<file path="src/rtl/fetch_stage_pkg.sv">
// Shared types and constants for the instruction-fetch stage.
// FETCH_WORD_W sets the word width; the FETCH_DELAY_SLOT_EN macro (used in fetch_stage) selects delay-slot behaviour.
`ifndef FETCH_WORD_W
`define FETCH_WORD_W 32
`endif

package fetch_stage_pkg;

    localparam int unsigned WORD_W = `FETCH_WORD_W;

    localparam logic [WORD_W-1:0] RESET_PC_DEFAULT = 32'h0000_3000;
    localparam logic [WORD_W-1:0] NOP_INST         = 32'h0000_0000;

    typedef enum logic [1:0] {
        ST_FETCH = 2'd0,
        ST_HOLD  = 2'd1,
        ST_DROP  = 2'd2
    } fetch_state_e;

    function automatic logic [WORD_W-1:0] seq_pc(input logic [WORD_W-1:0] pc);
        return pc + 32'd4;
    endfunction

    // The link register value is the address after the delay slot.
    function automatic logic [WORD_W-1:0] link_pc(input logic [WORD_W-1:0] pc);
        return pc + 32'd8;
    endfunction

endpackage

</file>
<file path="src/rtl/fetch_stage_if.sv">
// Instruction-memory request/response handshake between the fetch stage and memory.
interface fetch_stage_if;
    import fetch_stage_pkg::*;

    logic              imem_req;
    logic [WORD_W-1:0] imem_addr;
    logic [WORD_W-1:0] imem_rdata;
    logic              imem_ready;

    modport master (
        output imem_req,
        output imem_addr,
        input  imem_rdata,
        input  imem_ready
    );

    modport slave (
        input  imem_req,
        input  imem_addr,
        output imem_rdata,
        output imem_ready
    );

endinterface

</file>
<file path="src/rtl/fetch_stage_ifid_reg.sv">
// IF/ID pipeline register: load a fetched instruction, insert a bubble, or hold.
module fetch_stage_ifid_reg
    import fetch_stage_pkg::*;
(
    input  logic              clk,
    input  logic              rst_n,
    input  logic              load,
    input  logic              bubble,
    input  logic [WORD_W-1:0] inst_in,
    input  logic [WORD_W-1:0] pc_in,
    output logic [WORD_W-1:0] inst,
    output logic [WORD_W-1:0] pc,
    output logic [WORD_W-1:0] pc8,
    output logic              valid
);

    logic [WORD_W-1:0] inst_q, inst_d;
    logic [WORD_W-1:0] pc_q, pc_d;
    logic [WORD_W-1:0] pc8_q, pc8_d;
    logic              valid_q, valid_d;

    // Load has priority over bubble; a bubble keeps the last PC so only inst/valid change.
    always_comb begin
        inst_d  = inst_q;
        pc_d    = pc_q;
        pc8_d   = pc8_q;
        valid_d = valid_q;
        if (load) begin
            inst_d  = inst_in;
            pc_d    = pc_in;
            pc8_d   = link_pc(pc_in);
            valid_d = 1'b1;
        end else if (bubble) begin
            inst_d  = NOP_INST;
            valid_d = 1'b0;
        end else begin
            valid_d = valid_q;
        end
    end

    // Register state with asynchronous reset.
    always_ff @(posedge clk or negedge rst_n) begin
        if (!rst_n) begin
            inst_q  <= NOP_INST;
            pc_q    <= 32'h0000_0000;
            pc8_q   <= 32'h0000_0008;
            valid_q <= 1'b0;
        end else begin
            inst_q  <= inst_d;
            pc_q    <= pc_d;
            pc8_q   <= pc8_d;
            valid_q <= valid_d;
        end
    end

    assign inst  = inst_q;
    assign pc    = pc_q;
    assign pc8   = pc8_q;
    assign valid = valid_q;

endmodule

</file>
<file path="src/rtl/fetch_stage.sv">
// MIPS instruction-fetch stage: PC, imem handshake, one-entry skid buffer and IF/ID register.
// Define FETCH_DELAY_SLOT_EN for delay-slot semantics; otherwise the post-branch instruction is squashed.
module fetch_stage
    import fetch_stage_pkg::*;
#(
    parameter logic [WORD_W-1:0] RESET_PC = RESET_PC_DEFAULT
) (
    input  logic              clk,
    input  logic              rst_n,
    fetch_stage_if.master     imem,
    input  logic              stall,
    input  logic              redirect_valid,
    input  logic [WORD_W-1:0] redirect_pc,
    output logic [WORD_W-1:0] ifid_inst,
    output logic [WORD_W-1:0] ifid_pc,
    output logic [WORD_W-1:0] ifid_pc8,
    output logic              ifid_valid
);

    fetch_state_e      state_q, state_d;
    logic [WORD_W-1:0] pc_q, pc_d;
    logic              pend_valid_q, pend_valid_d;
    logic [WORD_W-1:0] pend_pc_q, pend_pc_d;
    logic [WORD_W-1:0] skid_inst_q, skid_inst_d;
    logic [WORD_W-1:0] skid_pc_q, skid_pc_d;

    logic              redir_s;
    logic              advance_s;
    logic              req_s;
    logic              ld_s;
    logic              bub_s;
    logic [WORD_W-1:0] ld_inst_s;
    logic [WORD_W-1:0] ld_pc_s;
    logic [WORD_W-1:0] next_pc_s;

    // A same-cycle redirect wins over a pending one, which wins over sequential flow.
    always_comb begin
        redir_s = redirect_valid & ~stall;
        if (redir_s) begin
            next_pc_s = redirect_pc;
        end else if (pend_valid_q) begin
            next_pc_s = pend_pc_q;
        end else begin
            next_pc_s = seq_pc(pc_q);
        end
    end

    // Next-state, PC update and IF/ID control.
    always_comb begin
        state_d      = state_q;
        pc_d         = pc_q;
        pend_valid_d = pend_valid_q | redir_s;
        pend_pc_d    = redir_s ? redirect_pc : pend_pc_q;
        skid_inst_d  = skid_inst_q;
        skid_pc_d    = skid_pc_q;
        advance_s    = 1'b0;
        req_s        = 1'b0;
        ld_s         = 1'b0;
        bub_s        = 1'b0;
        ld_inst_s    = imem.imem_rdata;
        ld_pc_s      = pc_q;

        case (state_q)
            ST_FETCH: begin
                req_s = 1'b1;
                if (imem.imem_ready) begin
                    if (!stall) begin
                        advance_s = 1'b1;
`ifdef FETCH_DELAY_SLOT_EN
                        ld_s = 1'b1;
`else
                        if (redir_s) begin
                            bub_s = 1'b1;
                        end else begin
                            ld_s = 1'b1;
                        end
`endif
                    end else begin
                        skid_inst_d = imem.imem_rdata;
                        skid_pc_d   = pc_q;
                        state_d     = ST_HOLD;
                    end
                end else begin
                    bub_s = ~stall;
`ifndef FETCH_DELAY_SLOT_EN
                    // The request cannot be withdrawn, so its wrong-path data is discarded later.
                    if (redir_s) begin
                        state_d = ST_DROP;
                    end else begin
                        state_d = ST_FETCH;
                    end
`endif
                end
            end
            ST_HOLD: begin
                if (!stall) begin
                    advance_s = 1'b1;
                    ld_inst_s = skid_inst_q;
                    ld_pc_s   = skid_pc_q;
                    state_d   = ST_FETCH;
`ifdef FETCH_DELAY_SLOT_EN
                    ld_s = 1'b1;
`else
                    if (redir_s) begin
                        bub_s = 1'b1;
                    end else begin
                        ld_s = 1'b1;
                    end
`endif
                end else begin
                    state_d = ST_HOLD;
                end
            end
            ST_DROP: begin
                req_s = 1'b1;
                bub_s = ~stall;
                if (imem.imem_ready) begin
                    advance_s = 1'b1;
                    state_d   = ST_FETCH;
                end else begin
                    state_d = ST_DROP;
                end
            end
            default: begin
                state_d = ST_FETCH;
            end
        endcase

        if (advance_s) begin
            pc_d         = next_pc_s;
            pend_valid_d = 1'b0;
        end else begin
            pc_d = pc_q;
        end
    end

    // Fetch-control state with asynchronous reset.
    always_ff @(posedge clk or negedge rst_n) begin
        if (!rst_n) begin
            state_q      <= ST_FETCH;
            pc_q         <= RESET_PC;
            pend_valid_q <= 1'b0;
            pend_pc_q    <= 32'h0000_0000;
            skid_inst_q  <= NOP_INST;
            skid_pc_q    <= 32'h0000_0000;
        end else begin
            state_q      <= state_d;
            pc_q         <= pc_d;
            pend_valid_q <= pend_valid_d;
            pend_pc_q    <= pend_pc_d;
            skid_inst_q  <= skid_inst_d;
            skid_pc_q    <= skid_pc_d;
        end
    end

    // Gate with rst_n so no request is presented while reset is asserted.
    assign imem.imem_req  = req_s & rst_n;
    assign imem.imem_addr = pc_q;

    fetch_stage_ifid_reg u_ifid_reg (
        .clk     (clk),
        .rst_n   (rst_n),
        .load    (ld_s),
        .bubble  (bub_s),
        .inst_in (ld_inst_s),
        .pc_in   (ld_pc_s),
        .inst    (ifid_inst),
        .pc      (ifid_pc),
        .pc8     (ifid_pc8),
        .valid   (ifid_valid)
    );

endmodule

</file>
<file path="src/flat_wrapper.sv">
// flat-port wrapper written by rule: the top's interface ports become plain ports
module fetch_stage_flat import fetch_stage_pkg::*;
#(
    parameter logic [WORD_W-1:0] RESET_PC = RESET_PC_DEFAULT
)
  (clk, rst_n, stall, redirect_valid, redirect_pc, ifid_inst, ifid_pc, ifid_pc8, ifid_valid, imem_imem_req, imem_imem_addr, imem_imem_rdata, imem_imem_ready);
  fetch_stage_if imem_i ();
  input  logic clk;
  input  logic rst_n;
  input  logic stall;
  input  logic redirect_valid;
  input  logic [WORD_W-1:0] redirect_pc;
  output logic [WORD_W-1:0] ifid_inst;
  output logic [WORD_W-1:0] ifid_pc;
  output logic [WORD_W-1:0] ifid_pc8;
  output logic ifid_valid;
  output wire logic [$bits(imem_i.imem_req)-1:0] imem_imem_req;
  output wire logic [$bits(imem_i.imem_addr)-1:0] imem_imem_addr;
  input wire logic [$bits(imem_i.imem_rdata)-1:0] imem_imem_rdata;
  input wire logic [$bits(imem_i.imem_ready)-1:0] imem_imem_ready;
  assign imem_imem_req = imem_i.imem_req;
  assign imem_imem_addr = imem_i.imem_addr;
  assign imem_i.imem_rdata = imem_imem_rdata;
  assign imem_i.imem_ready = imem_imem_ready;
  fetch_stage #(.RESET_PC(RESET_PC)) u_core (.clk(clk), .rst_n(rst_n), .imem(imem_i), .stall(stall), .redirect_valid(redirect_valid), .redirect_pc(redirect_pc), .ifid_inst(ifid_inst), .ifid_pc(ifid_pc), .ifid_pc8(ifid_pc8), .ifid_valid(ifid_valid));
endmodule
</file>
<file path="config.mk">
export PLATFORM = sky130hd
export DESIGN_NAME = fetch_stage_flat
export DESIGN_NICKNAME = d
export VERILOG_FILES = /design/src/rtl/fetch_stage_pkg.sv /design/src/rtl/fetch_stage_if.sv /design/src/rtl/fetch_stage_ifid_reg.sv /design/src/rtl/fetch_stage.sv /design/src/flat_wrapper.sv
export SDC_FILE = /design/constraint.sdc
export NUM_CORES = 1
export LEC_CHECK = 0
export BUFFER_PORTS_ARGS = -buffer_cell sky130_fd_sc_hd__buf_2
export CORE_UTILIZATION = 45
export CTS_CLUSTER_SIZE = 12
export DETAILED_ROUTE_END_ITERATION = 6
export PLACE_DENSITY = 0.67
export RECOVER_POWER = 25
export SETUP_SLACK_MARGIN = 0.4
export SLEW_MARGIN = 20
export SYNTH_ARGS = -nofsm -noshare
export SYNTH_HDL_FRONTEND = slang
export SYNTH_SLANG_ARGS = --single-unit
</file>
<file path="constraint.sdc">
create_clock -name clk -period 9 [get_ports clk]
set_input_delay 1.8 -clock clk [delete_from_list [all_inputs] [get_ports clk]]
set_output_delay 1.8 -clock clk [all_outputs]
set_load 0.02 [all_outputs]
</file>
==> results.json <==
{
  "numPortBuffers": 198,
  "synth_ff_type": "dfrtp_1",
  "pre_cts_ws_ps": 4330,
  "drv_cap": 2,
  "yosysSeqAreaShare_pct": 51.7,
  "die-width_um": 158,
  "timing.critical_path.mode_cell": "nand2_1",
  "finalHoldViolCount": 0,
  "clk_path_buf_depth": 3,
  "crit_chain": "clkbuf_1, or3b_1, nand2_1, nand2_1, ha_1, inv_1, nor4_4, o22ai_2, or3_1, a221o_1",
  "synth_edf_count": 0,
  "syn_area_per_cell_um2": 9.78,
  "clock.fmax_mhz": 198,
  "cp_slowest_cell": "or3b_1",
  "dieArea_mm2": 0.0249,
  "period_share_pct": 56.2,
  "worstSkewPairLatency_ps": 520,
  "drcViolationCount": 0,
  "slew_viol_final": 80,
  "n_fill_cell": 2180,
  "final_net_count": 1339,
  "criticalPathCategory": "input pin to flip-flop",
  "grt_pass1_vias": 8164,
  "gr-total-overflow": 0,
  "synthDistinctLibCells": 65,
  "endpoint_kind": "flip-flop",
  "yosysWarnings": 0,
  "cts_tree": "done",
  "ctsResizeCount": 0,
  "vias_per_cell": 5.54,
  "io_pins": 199,
  "initial_core_util_pct": 46.2,
  "chipHeight_um": 158,
  "syn-cell-area_mm2": 0.0109,
  "post-route-min-period_ps": 5060,
  "crit_arrival_ps": 5440,
  "synthArstFlopShare_pct": 100,
  "num_antenna_cells": 0,
  "drive_gt1_share_pct": 25.0,
  "clkTransAtPathRegs_ps": 60,
  "ys_seq_elements": 225,
  "gp_congestion": 0.807,
  "drt-pass1-iter-count": 5,
  "multi_input_area_mm2": 0.00489,
  "cpPeakStageDelay_ps": 1250,
  "hp-class": "flip-flop to flip-flop",
  "cpLargestDelayFamily": "simple AND/OR/NAND/NOR gates",
  "drt-initial-drc-count": 796,
  "fin_worst_skew_ps": 19.6,
  "power_leakage_nw": 6.11,
  "required_ps": 9390,
  "areaGrowthSynthToFinish_pct": 17.5,
  "syn_inst": 1115,
  "post_cts.repair.setup_buffers": 0,
  "hold_buffers": 0,
  "worst_slew_pin_slew_ps": 1960,
  "via_count": 8889,
  "hold_path_end": "u_core.u_ifid_reg.pc8[3]",
  "cts_buffers": 24,
  "cp_max_fo": 36,
  "worstReg2RegStart": "u_core.state_q[1]",
  "setup_violations": 0,
  "maxSlewHeadroom_pct": -30.4,
  "powerDensity_mw_per_mm2": 270,
  "start_kind": "input pin",
  "clock_tree.root_cell": "clkbuf_16",
  "whs_path_depth": 2,
  "grt_max_degree": 105,
  "r2r_end": "u_core.u_ifid_reg.pc8[29]",
  "crit_start": "stall",
  "rsz0062_at_grt": "false",
  "rrSetupSlack_ps": 5050,
  "status": "finished, violations left",
  "postRouteAntennaNets": 0,
  "r2r_cells": 9,
  "core_mm2": 0.0236,
  "antenna_found_initial": 0,
  "finalWirelength_um": 28700,
  "grt_first_pass_wirelength_um": 45400,
  "critPathBufInv": 2,
  "grt_use_total_pct": 23.1,
  "violations": "max-capacitance violations, max-slew violations",
  "ir_worst_vdd_mv": 0.145,
  "setup_ws_ps": 3940,
  "dp_hpwl_um": 19800,
  "regArea_mm2": 0.00563,
  "tns_ps": 0,
  "fp-row-count": 56,
  "worstHoldStart": "u_core.u_ifid_reg.pc8[3]",
  "h-tree-depth": 1,
  "cp.depth": 10,
  "routedWlPerCell_um": 17.9,
  "cts_sinks": 225,
  "synth_fp_nets": 1186
}
-- kinds of logic after synthesis --
group | after synthesis | share of synthesized area (%)
AOI/OAI and AO/OA | 245 | 13.9
buffers and inverters | 97 | 3.74
muxes | 125 | 12.2
and+or+nand+nor | 397 | 16.3
adders and majority gates | 2 | 0.229
DFF | 225 | 51.7
xor gates and xnor gates | 24 | 1.93
-- flip-flops by register name, indices dropped and copies added, names as in the netlist --
signal and count:
u_core.u_ifid_reg.valid 1, u_core.u_ifid_reg.pc8 29, u_core.skid_pc_q 32, u_core.u_ifid_reg.inst 32
u_core.state_q 2, u_core.pend_pc_q 32, u_core.u_ifid_reg.pc 32, u_core.skid_inst_q 32
u_core.pend_valid_q 1, u_core.imem.imem_addr 32
-- routing by layer --
layer / vias to the layer above / GRT usage (%) / wire length [µm]
met1: 4317 / 36.5 / 14200
met3: 49 / 3.23 / 1640
met2: 293 / 32.5 / 12100
met4: 0 / 6.20 / 741
met5: - / 0 / 0
li1: 4230 / - / -
-- cells in the final DEF (no fill, tap or decap), types with 7 or more instances in the layout --
master / instances
a21o_1: 7
a21oi_1: 36
a22oi_1: 11
a2bb2oi_1: 7
a31oi_1: 16
buf_2: 196
buf_4: 9
clkbuf_1: 12
clkbuf_16: 25
dfrtp_1: 222
inv_1: 15
mux2_2: 67
mux2i_1: 58
nand2_1: 231
nand2b_1: 7
nand3_1: 31
nand4_1: 15
nor2_1: 56
nor3_1: 14
nor4_1: 10
o21a_1: 7
o21ai_0: 107
o31a_1: 7
xnor2_1: 15
xor2_1: 9
-- where the power goes --
| part | internal (mW) | switching [mW] | total [mW] | leakage [nW] |
|---|---|---|---|---|
| registers | 1.28 | 0.265 | 1.54 | 2.79 |
| clock network | 0.559 | 0.394 | 0.953 | 0.371 |
| logic | 0.373 | 0.596 | 0.969 | 2.95 |
| total | 2.21 | 1.26 | 3.46 | 6.11 |
-- per-stage QoR --
stage	utilization (%)	cells	total power [mW]	instance area, µm²	hold WS, ps
2_1_floorplan	-	1115	2.14	10900	437
3_3_place_gp	51.1	1561	2.50	12100	449
3_5_place_dp	51.1	1561	2.53	12100	450
4_1_cts	54.3	1604	3.48	12800	460
5_1_grt	54.3	1604	3.66	12800	489
6_report	54.3	1604	3.46	12800	456
-- worst register-to-register path: cells and delay by family, from the launching register on --
kind,cells,cell delay (ps)
compound gates,2,500
fa+ha+maj,1,220
buf+inv,1,120
flops,1,540
simple gates,5,2450
-- final cells by class --
| cell class | instances | share of cell area, % |
|---|---|---|
| clock buffers | 41 | 5.82 |
| clock inverters | 2 | 0.0781 |
| inverters | 15 | 0.439 |
| multi-input cells | 793 | 38.2 |
| flip-flops and latches | 225 | 44.0 |
| well taps | 319 | 3.11 |
| repair buffers | 209 | 8.44 |
-- how the worst max path moves through the flow --
stage	end	slack, ps
finish	u_core.u_ifid_reg.pc8[29]	3940
floorplan	u_core.u_ifid_reg.pc8[29]	4400
CTS	imem_imem_req	4440
global route	u_core.u_ifid_reg.pc8[29]	3720
detailed placement	u_core.u_ifid_reg.pc8[29]	4330
global placement	u_core.u_ifid_reg.pc8[29]	4420
-- Yosys cell counts, types with 16 or more instances --
library cell	count	share of area, %
nor2_1	56	1.9
clkbuf_1	50	1.7
a31oi_1	16	0.92
buf_2	19	0.87
dfrtp_1	222	51
o21ai_0	107	4.9
mux2i_1	58	5.3
nand3_1	31	1.4
a21oi_1	36	1.7
nand2_1	231	8.0
mux2_2	67	6.9
(Power assumes the default switching activity.)
